--- config.mk ---
export PLATFORM = sky130hd
export DESIGN_NAME = vga_sync_gen
export DESIGN_NICKNAME = d
export VERILOG_FILES = /design/src/rtl/vga_timing_pkg.sv /design/src/rtl/vga_pixel_tick.sv /design/src/rtl/vga_sync_gen.sv
export SDC_FILE = /design/constraint.sdc
export NUM_CORES = 1
export LEC_CHECK = 0
export ABC_AREA = 0
export BUFFER_PORTS_ARGS = -buffer_cell sky130_fd_sc_hd__clkbuf_2
export CAP_MARGIN = 10
export CORE_MARGIN = 2
export CORE_UTILIZATION = 52
export CTS_CLUSTER_SIZE = 20
export DETAILED_ROUTE_END_ITERATION = 6
export PLACE_DENSITY = 0.82
export SLEW_MARGIN = 10
export SYNTH_ARGS = -nofsm -noshare
export SYNTH_HDL_FRONTEND = slang
export SYNTH_SLANG_ARGS = --single-unit
--- constraint.sdc ---
create_clock -name clk -period 1.75 [get_ports clk]
set_input_delay 0.175 -clock clk [delete_from_list [all_inputs] [get_ports clk]]
set_output_delay 0.175 -clock clk [all_outputs]
set_load 0.05 [all_outputs]
--- src/rtl/vga_timing_pkg.sv ---
// Shared VGA 640x480@60 timing constants, colour codes and a small window-decode helper
// used by the sync generator and its pixel-rate divider.
package vga_timing_pkg;

    localparam int COORD_W = 10;

    localparam int DEF_CLK_DIV   = 2;
    localparam int DEF_H_DISPLAY = 640;
    localparam int DEF_H_FP      = 16;
    localparam int DEF_H_SYNC    = 96;
    localparam int DEF_H_BP      = 48;
    localparam int DEF_V_DISPLAY = 480;
    localparam int DEF_V_FP      = 10;
    localparam int DEF_V_SYNC    = 2;
    localparam int DEF_V_BP      = 33;

    localparam int H_TOTAL = DEF_H_DISPLAY + DEF_H_FP + DEF_H_SYNC + DEF_H_BP;
    localparam int V_TOTAL = DEF_V_DISPLAY + DEF_V_FP + DEF_V_SYNC + DEF_V_BP;

    localparam int HS_START = DEF_H_DISPLAY + DEF_H_FP;
    localparam int HS_END   = HS_START + DEF_H_SYNC - 1;
    localparam int VS_START = DEF_V_DISPLAY + DEF_V_FP;
    localparam int VS_END   = VS_START + DEF_V_SYNC - 1;

    localparam logic [2:0] BLACK = 3'b000;
    localparam logic [2:0] RED   = 3'b100;
    localparam logic [2:0] GREEN = 3'b010;
    localparam logic [2:0] WHITE = 3'b111;

    // Inclusive range test on a screen coordinate.
    function automatic logic in_window(input logic [COORD_W-1:0] v,
                                       input logic [COORD_W-1:0] lo,
                                       input logic [COORD_W-1:0] hi);
        return (v >= lo) && (v <= hi);
    endfunction

endpackage

--- src/rtl/vga_pixel_tick.sv ---
// Pixel-rate enable: a registered one-clk pulse every CLK_DIV system clocks.
module vga_pixel_tick #(
    parameter int CLK_DIV = 2
) (
    input  logic clk,
    input  logic rst_n,
    output logic p_tick
);

    localparam int CW = (CLK_DIV > 1) ? $clog2(CLK_DIV) : 1;
    localparam logic [CW-1:0] CNT_LAST = CW'(CLK_DIV - 1);

    logic [CW-1:0] cnt_q;
    logic [CW-1:0] cnt_d;
    logic          tick_q;
    logic          tick_d;

    // Divider next state; the pulse is issued the clk after the count reaches its last value.
    always_comb begin
        cnt_d  = cnt_q;
        tick_d = 1'b0;
        if (cnt_q == CNT_LAST) begin
            cnt_d  = {CW{1'b0}};
            tick_d = 1'b1;
        end else begin
            cnt_d  = cnt_q + CW'(1);
            tick_d = 1'b0;
        end
    end

    // Divider state register.
    always_ff @(posedge clk) begin
        if (!rst_n) begin
            cnt_q  <= {CW{1'b0}};
            tick_q <= 1'b0;
        end else begin
            cnt_q  <= cnt_d;
            tick_q <= tick_d;
        end
    end

    assign p_tick = tick_q;

endmodule

--- src/rtl/vga_sync_gen.sv ---
// VGA timing generator: pixel/line counters, sync decode and a one-pixel output register
// that keeps overlay colour and hsync/vsync aligned at the connector.
module vga_sync_gen
    import vga_timing_pkg::*;
#(
    parameter int CLK_DIV   = DEF_CLK_DIV,
    parameter int H_DISPLAY = DEF_H_DISPLAY,
    parameter int H_FP      = DEF_H_FP,
    parameter int H_SYNC    = DEF_H_SYNC,
    parameter int H_BP      = DEF_H_BP,
    parameter int V_DISPLAY = DEF_V_DISPLAY,
    parameter int V_FP      = DEF_V_FP,
    parameter int V_SYNC    = DEF_V_SYNC,
    parameter int V_BP      = DEF_V_BP
) (
    input  logic               clk,
    input  logic               rst_n,
    input  logic [2:0]         rgb_in,
    output logic               p_tick,
    output logic [COORD_W-1:0] pixel_x,
    output logic [COORD_W-1:0] pixel_y,
    output logic               video_on,
    output logic               hsync,
    output logic               vsync,
    output logic [2:0]         rgb,
    output logic               frame_tick
);

    localparam int HT = H_DISPLAY + H_FP + H_SYNC + H_BP;
    localparam int VT = V_DISPLAY + V_FP + V_SYNC + V_BP;

    localparam logic [COORD_W-1:0] X_LAST = COORD_W'(HT - 1);
    localparam logic [COORD_W-1:0] Y_LAST = COORD_W'(VT - 1);
    localparam logic [COORD_W-1:0] X_VIS  = COORD_W'(H_DISPLAY);
    localparam logic [COORD_W-1:0] Y_VIS  = COORD_W'(V_DISPLAY);
    localparam logic [COORD_W-1:0] HS_LO  = COORD_W'(H_DISPLAY + H_FP);
    localparam logic [COORD_W-1:0] HS_HI  = COORD_W'(H_DISPLAY + H_FP + H_SYNC - 1);
    localparam logic [COORD_W-1:0] VS_LO  = COORD_W'(V_DISPLAY + V_FP);
    localparam logic [COORD_W-1:0] VS_HI  = COORD_W'(V_DISPLAY + V_FP + V_SYNC - 1);

    logic               tick_s;
    logic               video_on_s;
    logic               hsync_raw_s;
    logic               vsync_raw_s;
    logic [COORD_W-1:0] x_q, x_d;
    logic [COORD_W-1:0] y_q, y_d;
    logic               hsync_q, hsync_d;
    logic               vsync_q, vsync_d;
    logic [2:0]         rgb_q, rgb_d;
    logic               frame_q, frame_d;

    vga_pixel_tick #(
        .CLK_DIV (CLK_DIV)
    ) u_pixel_tick (
        .clk    (clk),
        .rst_n  (rst_n),
        .p_tick (tick_s)
    );

    assign video_on_s  = (x_q < X_VIS) && (y_q < Y_VIS);
    assign hsync_raw_s = ~in_window(x_q, HS_LO, HS_HI);
    assign vsync_raw_s = ~in_window(y_q, VS_LO, VS_HI);

    // Counter advance and output-stage capture; everything holds between pixel ticks.
    always_comb begin
        x_d     = x_q;
        y_d     = y_q;
        hsync_d = hsync_q;
        vsync_d = vsync_q;
        rgb_d   = rgb_q;
        frame_d = 1'b0;
        if (tick_s) begin
            if (x_q == X_LAST) begin
                x_d = {COORD_W{1'b0}};
                if (y_q == Y_LAST) begin
                    y_d = {COORD_W{1'b0}};
                end else begin
                    y_d = y_q + COORD_W'(1);
                end
            end else begin
                x_d = x_q + COORD_W'(1);
                y_d = y_q;
            end
            hsync_d = hsync_raw_s;
            vsync_d = vsync_raw_s;
            rgb_d   = video_on_s ? rgb_in : BLACK;
            frame_d = (x_q == X_LAST) && (y_q == Y_LAST);
        end else begin
            frame_d = 1'b0;
        end
    end

    // Timing and output registers; reset restarts the frame at (0,0) with sync inactive.
    always_ff @(posedge clk) begin
        if (!rst_n) begin
            x_q     <= {COORD_W{1'b0}};
            y_q     <= {COORD_W{1'b0}};
            hsync_q <= 1'b1;
            vsync_q <= 1'b1;
            rgb_q   <= BLACK;
            frame_q <= 1'b0;
        end else begin
            x_q     <= x_d;
            y_q     <= y_d;
            hsync_q <= hsync_d;
            vsync_q <= vsync_d;
            rgb_q   <= rgb_d;
            frame_q <= frame_d;
        end
    end

    assign p_tick     = tick_s;
    assign pixel_x    = x_q;
    assign pixel_y    = y_q;
    assign video_on   = video_on_s;
    assign hsync      = hsync_q;
    assign vsync      = vsync_q;
    assign rgb        = rgb_q;
    assign frame_tick = frame_q;

endmodule
* Word level (Yosys, flattened, before mapping)
Cells that the tools add are included.
** Word-level totals
- Logic and storage cells :: 33
- Register bits after elaboration :: 28
- Input bits :: 5
** Operators by class
- $add $sub $neg :: 3
- Reductions and logical operators :: 7
- Muxes and demuxes :: 4
- Bitwise operators :: 3
- Eq/ne operators :: 2
- Order comparisons :: 6
** Operator list (number)
- adder 10 x 1 -> 10 bit, second input constant :: 2
- == test 10 bit, second input constant :: 2
- 2-to-1 mux 10 bit :: 2
- >= comparator 10 bit, second input constant :: 1
- >= comparator 10 x 9 -> 1 bit, second input constant :: 1
- <= comparator 10 bit, second input constant :: 1
- <= comparator 10 x 9 -> 1 bit, second input constant :: 1
- less-than comparator 10 bit, second input constant :: 1
- less-than comparator 10 x 9 -> 1 bit, second input constant :: 1
- logical AND 1 bit :: 4
- AND reduction 2 bit :: 2
- 2-to-1 mux 3 bit :: 1
- inverter 1 bit :: 3
- OR reduction 2 bit :: 1
- adder 1 bit, second input constant :: 1
- 2-to-1 mux 1 bit :: 1

* Longest topological paths before layout
- Depth in word-level cells :: 3
- Mapped depth :: 6
- Gate-level depth less buffers :: 6

* Cells and area by module
A second synthesis with hierarchy kept.
** Second synthesis, totals
- Cell total of the unflattened synthesis :: 147
- Area, all modules :: 1320.0 um^2
** By module, submodules not included
- vga_sync_gen :: area an instance 1263.7 um^2, instances 1, cells an instance 143
- vga_pixel_tick :: area an instance 56.3 um^2, instances 1, cells an instance 4

* Worst setup path after synthesis
No wires, ideal clock.
- Path type :: register -> register
- Start point :: register y_q[7], in the netlist pixel_y[7]
- End point :: register rgb_q[0], in the netlist rgb[0]
- Clock period less this slack :: 2401 ps
- Slack :: -651 ps
- Stages on the path, launching flop included :: 5
- Path buffers :: 0
- Data arrival time :: 2331 ps
- Path through :: dfxtp_1 -> and4_1 -> nor3_1 -> nand3_1 -> a21oi_1
** Between the ends
- Word-level cells in the longest chain between the ends :: 3
** RTL lines
- start: declaration :: RTL line vga_sync_gen.sv:46 : logic [COORD_W-1:0] y_q, y_d;
- start signal: assignment :: RTL line vga_sync_gen.sv:97 : y_q <= {COORD_W{1'b0}};
- start signal: assignment :: RTL line vga_sync_gen.sv:104 : y_q <= y_d;
- less-than comparator 10 x 9 -> 1 bit :: RTL line vga_sync_gen.sv:60 : assign video_on_s = (x_q < X_VIS) && (y_q < Y_VIS);
- logical AND 1 bit :: RTL line vga_sync_gen.sv:60
- named net video_on :: RTL line vga_sync_gen.sv:22 : output logic video_on,
- 2-to-1 mux 3 bit :: RTL line vga_sync_gen.sv:86 : rgb_d = video_on_s ? rgb_in : BLACK;
- end signal: assignment :: RTL line vga_sync_gen.sv:107 : rgb_q <= rgb_d;
- end: declaration :: RTL line vga_sync_gen.sv:49 : logic [2:0] rgb_q, rgb_d;
The timed path passes the listed nets, and every way through them passes these cells.
A chain may end at the register's enable or synchronous reset.

* Final worst setup path
- Start point :: register x_q[6], in the netlist pixel_x[6]
- End point :: register y_q[7], in the netlist pixel_y[7]
** Between the ends
- Word-level cells in the longest chain between the ends :: 2
** RTL lines
- start: declaration :: RTL line vga_sync_gen.sv:45 : logic [COORD_W-1:0] x_q, x_d;
- start signal: assignment :: RTL line vga_sync_gen.sv:96 : x_q <= {COORD_W{1'b0}};
- == test 10 bit :: RTL line vga_sync_gen.sv:73 : if (x_q == X_LAST) begin
- AND reduction 2 bit (no line)
No other way between the ends.

==> impl_metrics.ini <==
[timing]
layout_setup_ws_ns = 0.0261
maxSlewHeadroom_pct = 68.7
finClkSkew_ns = 0.0116
layout_min_cycle_time_ns = 1.72
tns_ns = 0
fmax_ghz = 0.580
finalSetupViolations = 0
post-route-period-util_pct = 98.5
rsz0062_at_grt = true
worst_pin_slew_ns = 0.470
drv_slew = 0
hold_violations = 0

[floorplanning]
pin_count = 33
floorplan.initialDensity_pct = 54.8
die-area_um2 = 3010
die_x_um = 54.9
die_height_um = 54.9
core-area_um2 = 2450
placementRows = 18

[clock_network]
cts_tree = yes
htreeDepth = 1
cts_buffers = 3
clock_sink_count = 28
postCtsHoldBufs = 0
clockRootBuffer = clkbuf_4
clkLatencyLatePin_ns = 0.33
clk_path_buf_depth = 2
clkSlewWorstSetupHoldPaths_ns = 0.16

[synthesis]
syn-num-nets = 157
synth_top_area_share_pct = 41.6
synthesis.area_um2 = 1350
synth_edf_count = 0
yosysSeqAreaShare_pct = 41.6
synth_top_area_cell = dfxtp_1
ys_warn_count = 0
syn_area_per_cell_um2 = 9.10
synth.lib_cells_used.distinct = 41
ys_top_cells_by_area = dfxtp_1 42%, nor2_1 4.2%, xor2_1 3.9%
ys.flop_type = dfxtp_1
async_reset_ff_share_pct = 0
synthCells = 148
ys_ff_latch = 28

[routing]
top_layer = met4
route.met3.wl_um = 142
wl_per_cell_um = 14.3
vias_per_cell = 5.60
dr_wl_met2_um = 1580
via_count = 1226
drc = 0
drt_wl_total_um = 3130
first_iter_violations = 17
firstDrtPassIters = 4
wl_met1_um = 1390
ant_nets = 0

[setup_path]
cp_data_required_time_ns = 2.01
critical-path-max-stage-delay_ns = 0.48
path_buf_inv = 1
crit_fanout = 7
crit_arrival_ns = 1.99
crit_family = simple AND/OR/NAND/NOR gates
crit_slowest_cell = or4b_4
worstSetupPathType = flip-flop to flip-flop
end_kind = flip-flop
reg2reg_slack_ns = 0.03
worstSetupStartpointType = flip-flop
crit_chain = nor4b_4, nand4_2, buf_6, or4b_4, a21oi_2

[power]
ir_drop_v = 0.000623
power.density_nw_per_um2 = 668
power.leakage_nw = 0.669

[grt]
grt_pass1_wl_um = 4890
antenna_found_initial = 0
globalRouteTotalUtil_pct = 22.4
grt_start_max_net_pins = 18
overflow = 0
grt_pass1_vias = 1105

[run]
max_cap_violations = 0

[cells_and_area]
final_area_um2 = 1700
diodes = 0
area_delta_synth_final_pct = 26.2
layoutNonFillerInstCount = 219
final_cell_mix = 31 x clkbuf_2, 16 x dfxtp_1, 15 x nor2_1
postLayoutCoreUtil_pct = 69.2
final_nets = 199
drive_gt1_share_pct = 40.2
layout_commonest_cell = clkbuf_2

[run_status]
status = complete, no violations

[placement]
dp_slack_ns = 0.0543
gp_congestion = 0.814
io_buffers = 32
hpwlAfterDp_um = 2320
dp_cells = 212
placed_area_um2 = 1590

[hold_path]
min-delay-path-class = input port to flip-flop
[registers in the layout, indices dropped and copies added, names as in the netlist]
register             flops
hsync                    1
u_pixel_tick.p_tick      1
vsync                    1
frame_tick               1
pixel_y                 10
u_pixel_tick.cnt_q       1
pixel_x                 10
rgb                      3
[cells in the mapped netlist, types with 3 or more instances]
cell type and number:
dfxtp_1 28, nor2_1 15, a21oi_1 10, nand2_1 10, nand4_1 8, inv_1 7
nand3_1 7, nor3_1 6, xor2_1 6, o21ai_0 5, xnor2_1 5, ha_1 4
nand2b_1 3
[area by class of cell]
type | instances | area, um2
clock buffer | 3 | 22.5
clock inverter | 1 | 30.0
multi-input combinational | 108 | 756
fill | 221 | 756
tap | 30 | 37.5
timing repair buffer | 42 | 239
inverter | 7 | 26.3
sequential | 28 | 588
[power breakdown]
part           leakage, nW  internal, mW  switching [mW]
Sequential           0.234         0.639         0.00685
Combinational        0.407        0.0183          0.0486
Clock               0.0279         0.232           0.190
Total                0.669         0.889           0.245
[through the flow]
stage	hold slack (ns)	power (mW)
after floorplan	0.237	0.709
after global placement	0.396	0.728
after detailed placement	0.403	0.730
after CTS	0.0695	1.15
after global routing	0.0732	1.17
final	0.0717	1.13
[worst paths after layout]
check                                                    from                            end  depth (start not counted)
worst max-delay path                  pixel_x[6]$_SDFFE_PN0P_        pixel_y[7]$_SDFFE_PN0P_                          5
worst min-delay path                                rgb_in[1]            rgb[1]$_SDFFE_PN0P_                          3
worst min register to register  u_pixel_tick.cnt_q$_SDFF_PP0_  u_pixel_tick.cnt_q$_SDFF_PP0_                          1
worst max register to register        pixel_x[6]$_SDFFE_PN0P_        pixel_y[7]$_SDFFE_PN0P_                          5
[routing by layer]
layer | vias up | GRT usage, %
met4 | 0 | 9.58
met5 | - | 0
met1 | 583 | 27.9
met3 | 2 | 3.28
li1 | 612 | -
met2 | 29 | 38.1
[cells by family (layout without fill, tap and decap cells)]
logic type      count (synthesis)  after routing  share of synthesized area, %
compound gates                 22             22                          9.95
buf+inv                        12             53                          5.02
simple gates                   70             70                          31.8
fa+ha+maj                       4              4                          3.72
flops                          28             28                          41.6
xor+xnor                       11             11                          7.16
mux                             1              1                         0.744
[worst reg2reg max path, delay by kind of cell (launching register included)]
family                 cells  cell delay (ns)
AOI/OAI and AO/OA          1             0.13
buffers and inverters      1             0.19
DFF                        1             0.38
and+or+nand+nor            3             0.96
[what timing repair did]
item                       CTS  global route
buffers inserted             0             2
hold endpoints to repair     0             0
resized for setup            0            11
setup endpoints to repair    0             6
Power figures use the tool's default switching activity.
